[src/rtl/serial_adder_ctrl.sv]
// serial_adder_ctrl: bit-serial adder with IDLE/RUN/DONE control.
// One full adder is reused for WIDTH clocks, LSB first, with the carry kept in a flop.
// Optional feature: define SERIAL_ADDER_CTRL_OVF_EN to add the signed 'overflow' output.

module fullAdder (
    input  logic a_i,
    input  logic b_i,
    input  logic c_i,
    output logic s_o,
    output logic c_o
);
    assign s_o = a_i ^ b_i ^ c_i;
    assign c_o = (a_i & b_i) | (c_i & (a_i ^ b_i));
endmodule

module serial_adder_ctrl #(
    parameter int unsigned WIDTH = 8
) (
    input  logic             clk,
    input  logic             rstN,
    input  logic             start,
    input  logic [WIDTH-1:0] inA,
    input  logic [WIDTH-1:0] inB,
    input  logic             carryIn,
    output logic             busy,
    output logic             done,
    output logic [WIDTH-1:0] sum,
    output logic             carryOut
`ifdef SERIAL_ADDER_CTRL_OVF_EN
    ,
    output logic             overflow
`endif
);

    localparam int unsigned     CntW    = $clog2(WIDTH);
    localparam logic [CntW-1:0] LastBit = CntW'(WIDTH - 1);

    typedef enum logic [1:0] {StIdle, StRun, StDone} state_e;

    state_e            state_q, state_d;
    logic [CntW-1:0]   cnt_q, cnt_d;
    logic              carry_q, carry_d;
    logic [WIDTH-1:0]  a_q, a_d;
    logic [WIDTH-1:0]  b_q, b_d;
    logic [WIDTH-1:0]  shift_q, shift_d;
    logic [WIDTH-1:0]  sum_q, sum_d;
    logic              cout_q, cout_d;
    logic              fa_s, fa_c;
    logic              accept, last_bit;

    assign accept   = (state_q == StIdle) && start;
    assign last_bit = (state_q == StRun) && (cnt_q == LastBit);

    // The single shared adder cell, fed by the operand bit selected by the counter.
    fullAdder u_fa (
        .a_i (a_q[cnt_q]),
        .b_i (b_q[cnt_q]),
        .c_i (carry_q),
        .s_o (fa_s),
        .c_o (fa_c)
    );

    // State register.
    always_ff @(posedge clk or negedge rstN) begin
        if (!rstN) begin
            state_q <= StIdle;
        end else begin
            state_q <= state_d;
        end
    end

    // Next-state logic; start is only looked at in IDLE, DONE always falls back to IDLE.
    always_comb begin
        state_d = state_q;
        unique case (state_q)
            StIdle:  if (start) state_d = StRun;
            StRun:   if (cnt_q == LastBit) state_d = StDone;
            StDone:  state_d = StIdle;
            default: state_d = StIdle;
        endcase
    end

    // FSM outputs.
    always_comb begin
        busy = 1'b0;
        done = 1'b0;
        unique case (state_q)
            StIdle:  busy = 1'b0;
            StRun:   busy = 1'b1;
            StDone: begin
                busy = 1'b1;
                done = 1'b1;
            end
            default: busy = 1'b0;
        endcase
    end

    // Datapath next state: capture on accept, shift one bit per RUN cycle, publish on last bit.
    always_comb begin
        cnt_d   = cnt_q;
        carry_d = carry_q;
        a_d     = a_q;
        b_d     = b_q;
        shift_d = shift_q;
        sum_d   = sum_q;
        cout_d  = cout_q;
        if (accept) begin
            a_d     = inA;
            b_d     = inB;
            carry_d = carryIn;
            cnt_d   = '0;
            shift_d = '0;
        end else if (state_q == StRun) begin
            shift_d = {fa_s, shift_q[WIDTH-1:1]};
            carry_d = fa_c;
            cnt_d   = cnt_q + CntW'(1);
            if (last_bit) begin
                sum_d  = {fa_s, shift_q[WIDTH-1:1]};
                cout_d = fa_c;
            end
        end
    end

    // Datapath registers.
    always_ff @(posedge clk or negedge rstN) begin
        if (!rstN) begin
            cnt_q   <= '0;
            carry_q <= 1'b0;
            a_q     <= '0;
            b_q     <= '0;
            shift_q <= '0;
            sum_q   <= '0;
            cout_q  <= 1'b0;
        end else begin
            cnt_q   <= cnt_d;
            carry_q <= carry_d;
            a_q     <= a_d;
            b_q     <= b_d;
            shift_q <= shift_d;
            sum_q   <= sum_d;
            cout_q  <= cout_d;
        end
    end

    assign sum      = sum_q;
    assign carryOut = cout_q;

`ifdef SERIAL_ADDER_CTRL_OVF_EN
    logic ovf_q, ovf_d;

    // On the MSB, carry_q is the carry into the MSB and fa_c the carry out of it.
    always_comb begin
        ovf_d = ovf_q;
        if (last_bit) begin
            ovf_d = carry_q ^ fa_c;
        end
    end

    // Overflow register, held like sum.
    always_ff @(posedge clk or negedge rstN) begin
        if (!rstN) begin
            ovf_q <= 1'b0;
        end else begin
            ovf_q <= ovf_d;
        end
    end

    assign overflow = ovf_q;
`else
    // Overflow tracking not built.
`endif

endmodule

[config.mk]
export PLATFORM = sky130hd
export DESIGN_NAME = serial_adder_ctrl
export DESIGN_NICKNAME = d
export VERILOG_FILES = /design/src/rtl/serial_adder_ctrl.sv
export SDC_FILE = /design/constraint.sdc
export NUM_CORES = 1
export LEC_CHECK = 0
export ABC_CLOCK_PERIOD_IN_PS = 3000
export BUFFER_PORTS_ARGS = -buffer_cell sky130_fd_sc_hd__buf_2
export CAP_MARGIN = 25
export CORE_ASPECT_RATIO = 2
export CORE_MARGIN = 2
export CORE_UTILIZATION = 40
export CTS_CLUSTER_DIAMETER = 50
export CTS_CLUSTER_SIZE = 30
export DETAILED_ROUTE_END_ITERATION = 8
export SYNTH_ARGS = -nofsm -noshare
export SYNTH_HDL_FRONTEND = slang
export SYNTH_SLANG_ARGS = --single-unit
[constraint.sdc]
create_clock -name clk -period 3 [get_ports clk]
set_clock_uncertainty 0.15 [all_clocks]
set_input_delay 0.6 -clock clk [delete_from_list [all_inputs] [get_ports clk]]
set_output_delay 0.6 -clock clk [all_outputs]
set_load 0.01 [all_outputs]
Yosys cells after proc, flatten, opt, wreduce, memory -nomap -nowiden. Cells that the tools add are included. W data, S select, Z words.

Shift-type cells: 0. Add/subtract/negate cells: 1. Multipliers: 0. Divide/modulo/power cells: 0. $lt $le $gt $ge: 1. Eq/ne operators: 5. Reductions and logical operators: 7. Bitwise operators: 6. Muxes and demuxes: 15.

Operators with widths (number): $mux W8 (2); $bmux W1 S3 (2); $mux W1 (6); $mux W3 (2); $lt A3 B4 Y1 const B (1); $mux W2 (2); $ne A2 B2 Y1 const B (2); $pmux W2 S2 (1); $add A3 B1 Y3 const B (1); $eq A3 B3 Y1 const B (1); $reduce_and A3 Y1 (1); $and A1 B1 Y1 (2); $eq A2 B1 Y1 const B (1); $eq A2 B2 Y1 const B (1); $logic_and A1 B1 Y1 (2); $logic_not A2 Y1 (1); $reduce_and A2 Y1 (1); $reduce_bool A2 Y1 (1); $reduce_or A2 Y1 (1); $xor A1 B1 Y1 (2); $not A1 Y1 (1); $or A1 B1 Y1 (1).

Bits in latches: 0. Output and inout port bits: 11. Register bits: 39. Bits in read-only memories: 0. RAM bits: 0. Input bits: 20. Word-level logic and storage cells: 43. Memories: 0.

Longest topological paths before layout.
Depth after elaboration: 7. Depth in mapped cells: 7. Gate-level depth less buffers: 5.

Hierarchy. A second synthesis with hierarchy kept.

Cells, all modules: 150. Area, all modules: 1715.4 sq um.

Modules (own cells, without submodules): serial_adder_ctrl (sequential area each 950.9 sq um, times used 1, area each 1695.4 sq um, cells each 149); fullAdder (sequential area each 0.0 sq um, times used 1, area each 20.0 sq um, cells each 1).

Worst setup path after synthesis. OpenSTA, ideal clock, no wires.

Path kind: reg-to-reg. From: register cnt_q[0]. To: register sum_q[7], in the netlist sum[7]. Required time: 2.725 ns. Stages on the path, launching flop included: 6. Path slack: 0.742 ns. Period minus slack after synthesis: 2.258 ns. Data arrival time: 1.983 ns. Path buffers: 1. Setup time: 0.125 ns. Path through: dfrtp_1 -> buf_6 -> mux4_1 -> mux2_2 -> fa_1 -> mux2_2.

Word-level cells in the longest chain between the ends: 4. Elaborated cells on any way between the ends: 9. Classes of those cells: 1 x eq/ne; 4 x mux; 2 x bitwise; 2 x reduce/logical.

Ends and longest elaborated chain: start: declaration (line 41) `logic [CntW-1:0] cnt_q, cnt_d;`; start signal: assignment (line 135) `cnt_q <= cnt_d;`; $bmux W1 S3, on equally long branches (line 56, 57); $mux W1, on equally long branches (line 56, 57); $xor A1 B1 Y1 * (2 in a row) (line 12) `assign s_o = a_i ^ b_i ^ c_i;`; net fa_s (line 48) `logic fa_s, fa_c;`; end signal: assignment (line 140) `sum_q <= sum_d;`; end: declaration (line 46) `logic [WIDTH-1:0] sum_q, sum_d;`.

Mark *: on every way through the listed nets, which the timed path passes. The rest lies on a longest branch. The select of a mux whose other input is x is not followed. A chain may end at the register's enable or synchronous reset.

Final worst setup path. Same ends and word-level chain as after synthesis.

==> results.json <==
{
  "antenna_cells": 0,
  "synth_cell_types": 17,
  "cts_htree_levels": 2,
  "drcViolationCount": 0,
  "rr_startpoint": "cnt_q[0]",
  "insertion_delay_ns": 0.29,
  "routabilityCongestion": 0.695,
  "final_common_cell": "nand2_1",
  "slowest_delay_ns": 0.59,
  "die-area_sq_um": 4880,
  "dieWidth_microns": 50.4,
  "peakVddDrop_uv": 476,
  "clkSinkCount": 38,
  "fmax_mhz": 419,
  "use_met3": 0.0386,
  "fin_area_sq_um": 2030,
  "worstHoldPathType": "in2async",
  "holdBufCountCts": 0,
  "required_ns": 3.03,
  "cp_cell_sequence": "mux4_1 -> mux2_2 -> fa_1 -> mux2_2",
  "r2r_slack_ns": 0.61,
  "worstPathMaxFanout": 6,
  "utilization": 0.492,
  "worstMarginPinSlew_ns": 0.826,
  "p_per_area_nw_per_um2": 961,
  "ff2ff_path_depth": 4,
  "ant_nets": 0,
  "p_clk_frac": 0.218,
  "cpLargestDelayFamily": "multiplexers",
  "regArea_sq_um": 951,
  "layout_min_cycle_time_ns": 2.39,
  "grt_pass1_vias": 1186,
  "drtPass1Iterations": 6,
  "final_cell_mix": "50 x nand2_1, 38 x dfrtp_1, 30 x buf_2, 13 x mux2_2",
  "top_usage_layer": "met2",
  "rsz0062_at_grt": "false",
  "cp_common_cell": "mux2_2",
  "track_usage": 0.145,
  "worstSetupPathType": "reg2reg",
  "cts_root_buf": "clkbuf_8",
  "yosys_warnings": 0,
  "fin_setup_tns_ns": 0,
  "hold_viol": 0,
  "numCtsBuffers": 5,
  "p_seq_frac": 0.426,
  "timing.rr.end": "sum[7]",
  "finalPower_uw": 1950,
  "postSynthCellCount": 149,
  "use_met2": 0.250,
  "yosysTopAreaCell": "dfrtp_1",
  "status": "finished clean",
  "drv_slew": 0,
  "critPathLaunch": "cnt_q[0]",
  "syn2layout_area_growth_pct": 17.9,
  "internal-power_uw": 1300,
  "ys_top_cells_by_area": "dfrtp_1 55%, nand2_1 11%, mux2_2 8.5%",
  "max_cap_violations": 0,
  "grt_pass1_wl_microns": 5340,
  "n_fill_cell": 423,
  "clkTransAtPathRegs_ns": 0.07,
  "via_per_inst": 4.79,
  "grt_antenna_before_repair": 0,
  "p_sw_frac": 0.336,
  "synth_top_area_frac": 0.552,
  "switching_power_uw": 655,
  "fin_crit_sh": 0.795,
  "syn_nets": 177,
  "arrival_ns": 2.41,
  "drive_above_1_share": 0.295,
  "drt_iter0_drc": 31,
  "initial_core_util": 0.417,
  "placed_area_sq_um": 1920,
  "cp_num_buf_inv": 0,
  "ys_seq_elements": 38,
  "worst-path-stages": 4,
  "ys_seq_area_frac": 0.552,
  "crit_end": "sum[7]",
  "cts_buffer_depth": 2,
  "num-nets-final": 210,
  "cts_tree": "yes",
  "setup-violations-final": 0,
  "grt_max_degree": 39,
  "mappedNetlistArea_sq_um": 1720,
  "pwr-share-comb": 0.356,
  "dp_hpwl_microns": 2250,
  "portBuffers": 30,
  "fin_cells": 235,
  "overflow": 0,
  "num_rows": 33,
  "wl_per_cell_microns": 13.1,
  "wirelength_microns": 3070,
  "end_kind": "register",
  "multi_input_area_sq_um": 717,
  "worst_setup_path_start_kind": "register",
  "cts_setup_buffers": 0,
  "leakage_uw": 0.00110,
  "route.vias.total": 1125,
  "crit_slowest_cell": "mux4_1",
  "slew-limit-headroom": 0.449,
  "cts-resized-gates": 0,
  "fp.dieH_microns": 96.8,
  "placed_cells": 227,
  "syn_avg_cell_area_sq_um": 11.6,
  "io_pins": 31,
  "met1_usage": 0.164,
  "core-area_sq_um": 4130
}
-- layer usage --
metal / part of all wire / wire [microns]
met1: 0.38 / 1180
met2: 0.56 / 1720
met3: 0.039 / 119
met4: 0.014 / 44
met5: 0 / 0
-- synth_stat cells --
| master | n |
|---|---|
| mux2i_1 | 10 |
| nor2_1 | 10 |
| buf_2 | 4 |
| o22ai_1 | 1 |
| o21ai_0 | 1 |
| nand2_1 | 50 |
| mux2_2 | 13 |
| and2_1 | 1 |
| fa_1 | 1 |
| dfrtp_1 | 38 |
| and3_1 | 1 |
| xnor2_1 | 1 |
| inv_1 | 4 |
| buf_6 | 1 |
| ha_1 | 7 |
| mux4_1 | 4 |
| clkbuf_1 | 2 |
-- sequential cells by signal, indices dropped and copies added (netlist names) --
signal,flops
a_q,8
b_q,8
sum,8
shift_q,7
cnt_q,3
state_q,2
carryOut,1
carry_q,1
-- kinds of logic after synthesis --
kind of cell	after synthesis	share of synthesized area
fa+ha+maj	8	0.0625
flops	38	0.552
compound gates	2	0.00654
buf+inv	11	0.0312
simple gates	62	0.138
mux	27	0.204
xor+xnor	1	0.00509
-- power by group through the flow --
stage | clock [uW] | combinational (uW) | sequential, uW
2_1_floorplan | 0 | 564 | 800
3_3_place_gp | 0 | 679 | 839
3_5_place_dp | 0 | 709 | 846
4_1_cts | 444 | 713 | 838
5_1_grt | 463 | 791 | 858
6_report | 425 | 695 | 831
-- worst register-to-register path, cell delays in order (launching register included) --
cell     delay (ns)
dfrtp_1        0.50
mux4_1         0.59
mux2_2         0.29
fa_1           0.47
mux2_2         0.28
-- cell type report --
cell class,instances,share of cell area
timing repair buffer,33,0.0851
inverter,4,0.00740
sequential,38,0.469
clock buffer,5,0.0339
clock inverter,3,0.0197
multi-input combinational,100,0.353
tap,52,0.0321
-- through the flow --
stage | hold WS [ns] | worst slack (ns)
3_5_place_dp | 0.320 | 0.605
2_1_floorplan | 0.154 | 0.742
3_3_place_gp | 0.304 | 0.668
6_report | 0.254 | 0.614
4_1_cts | 0.276 | 0.594
5_1_grt | 0.322 | 0.530
-- worst min path at each step --
stage          slack (ns)    from  depth (start not counted)    endpoint
6_report             0.25    rstN                          1  shift_q[1]
5_1_grt              0.32    rstN                          1  shift_q[4]
4_1_cts              0.28    rstN                          1      b_q[6]
3_5_place_dp         0.32  a_q[5]                          2      a_q[5]
3_3_place_gp         0.30  a_q[5]                          2      a_q[5]
2_1_floorplan        0.15    rstN                          0      a_q[0]
No activity file was read; power rests on OpenSTA's default activity.
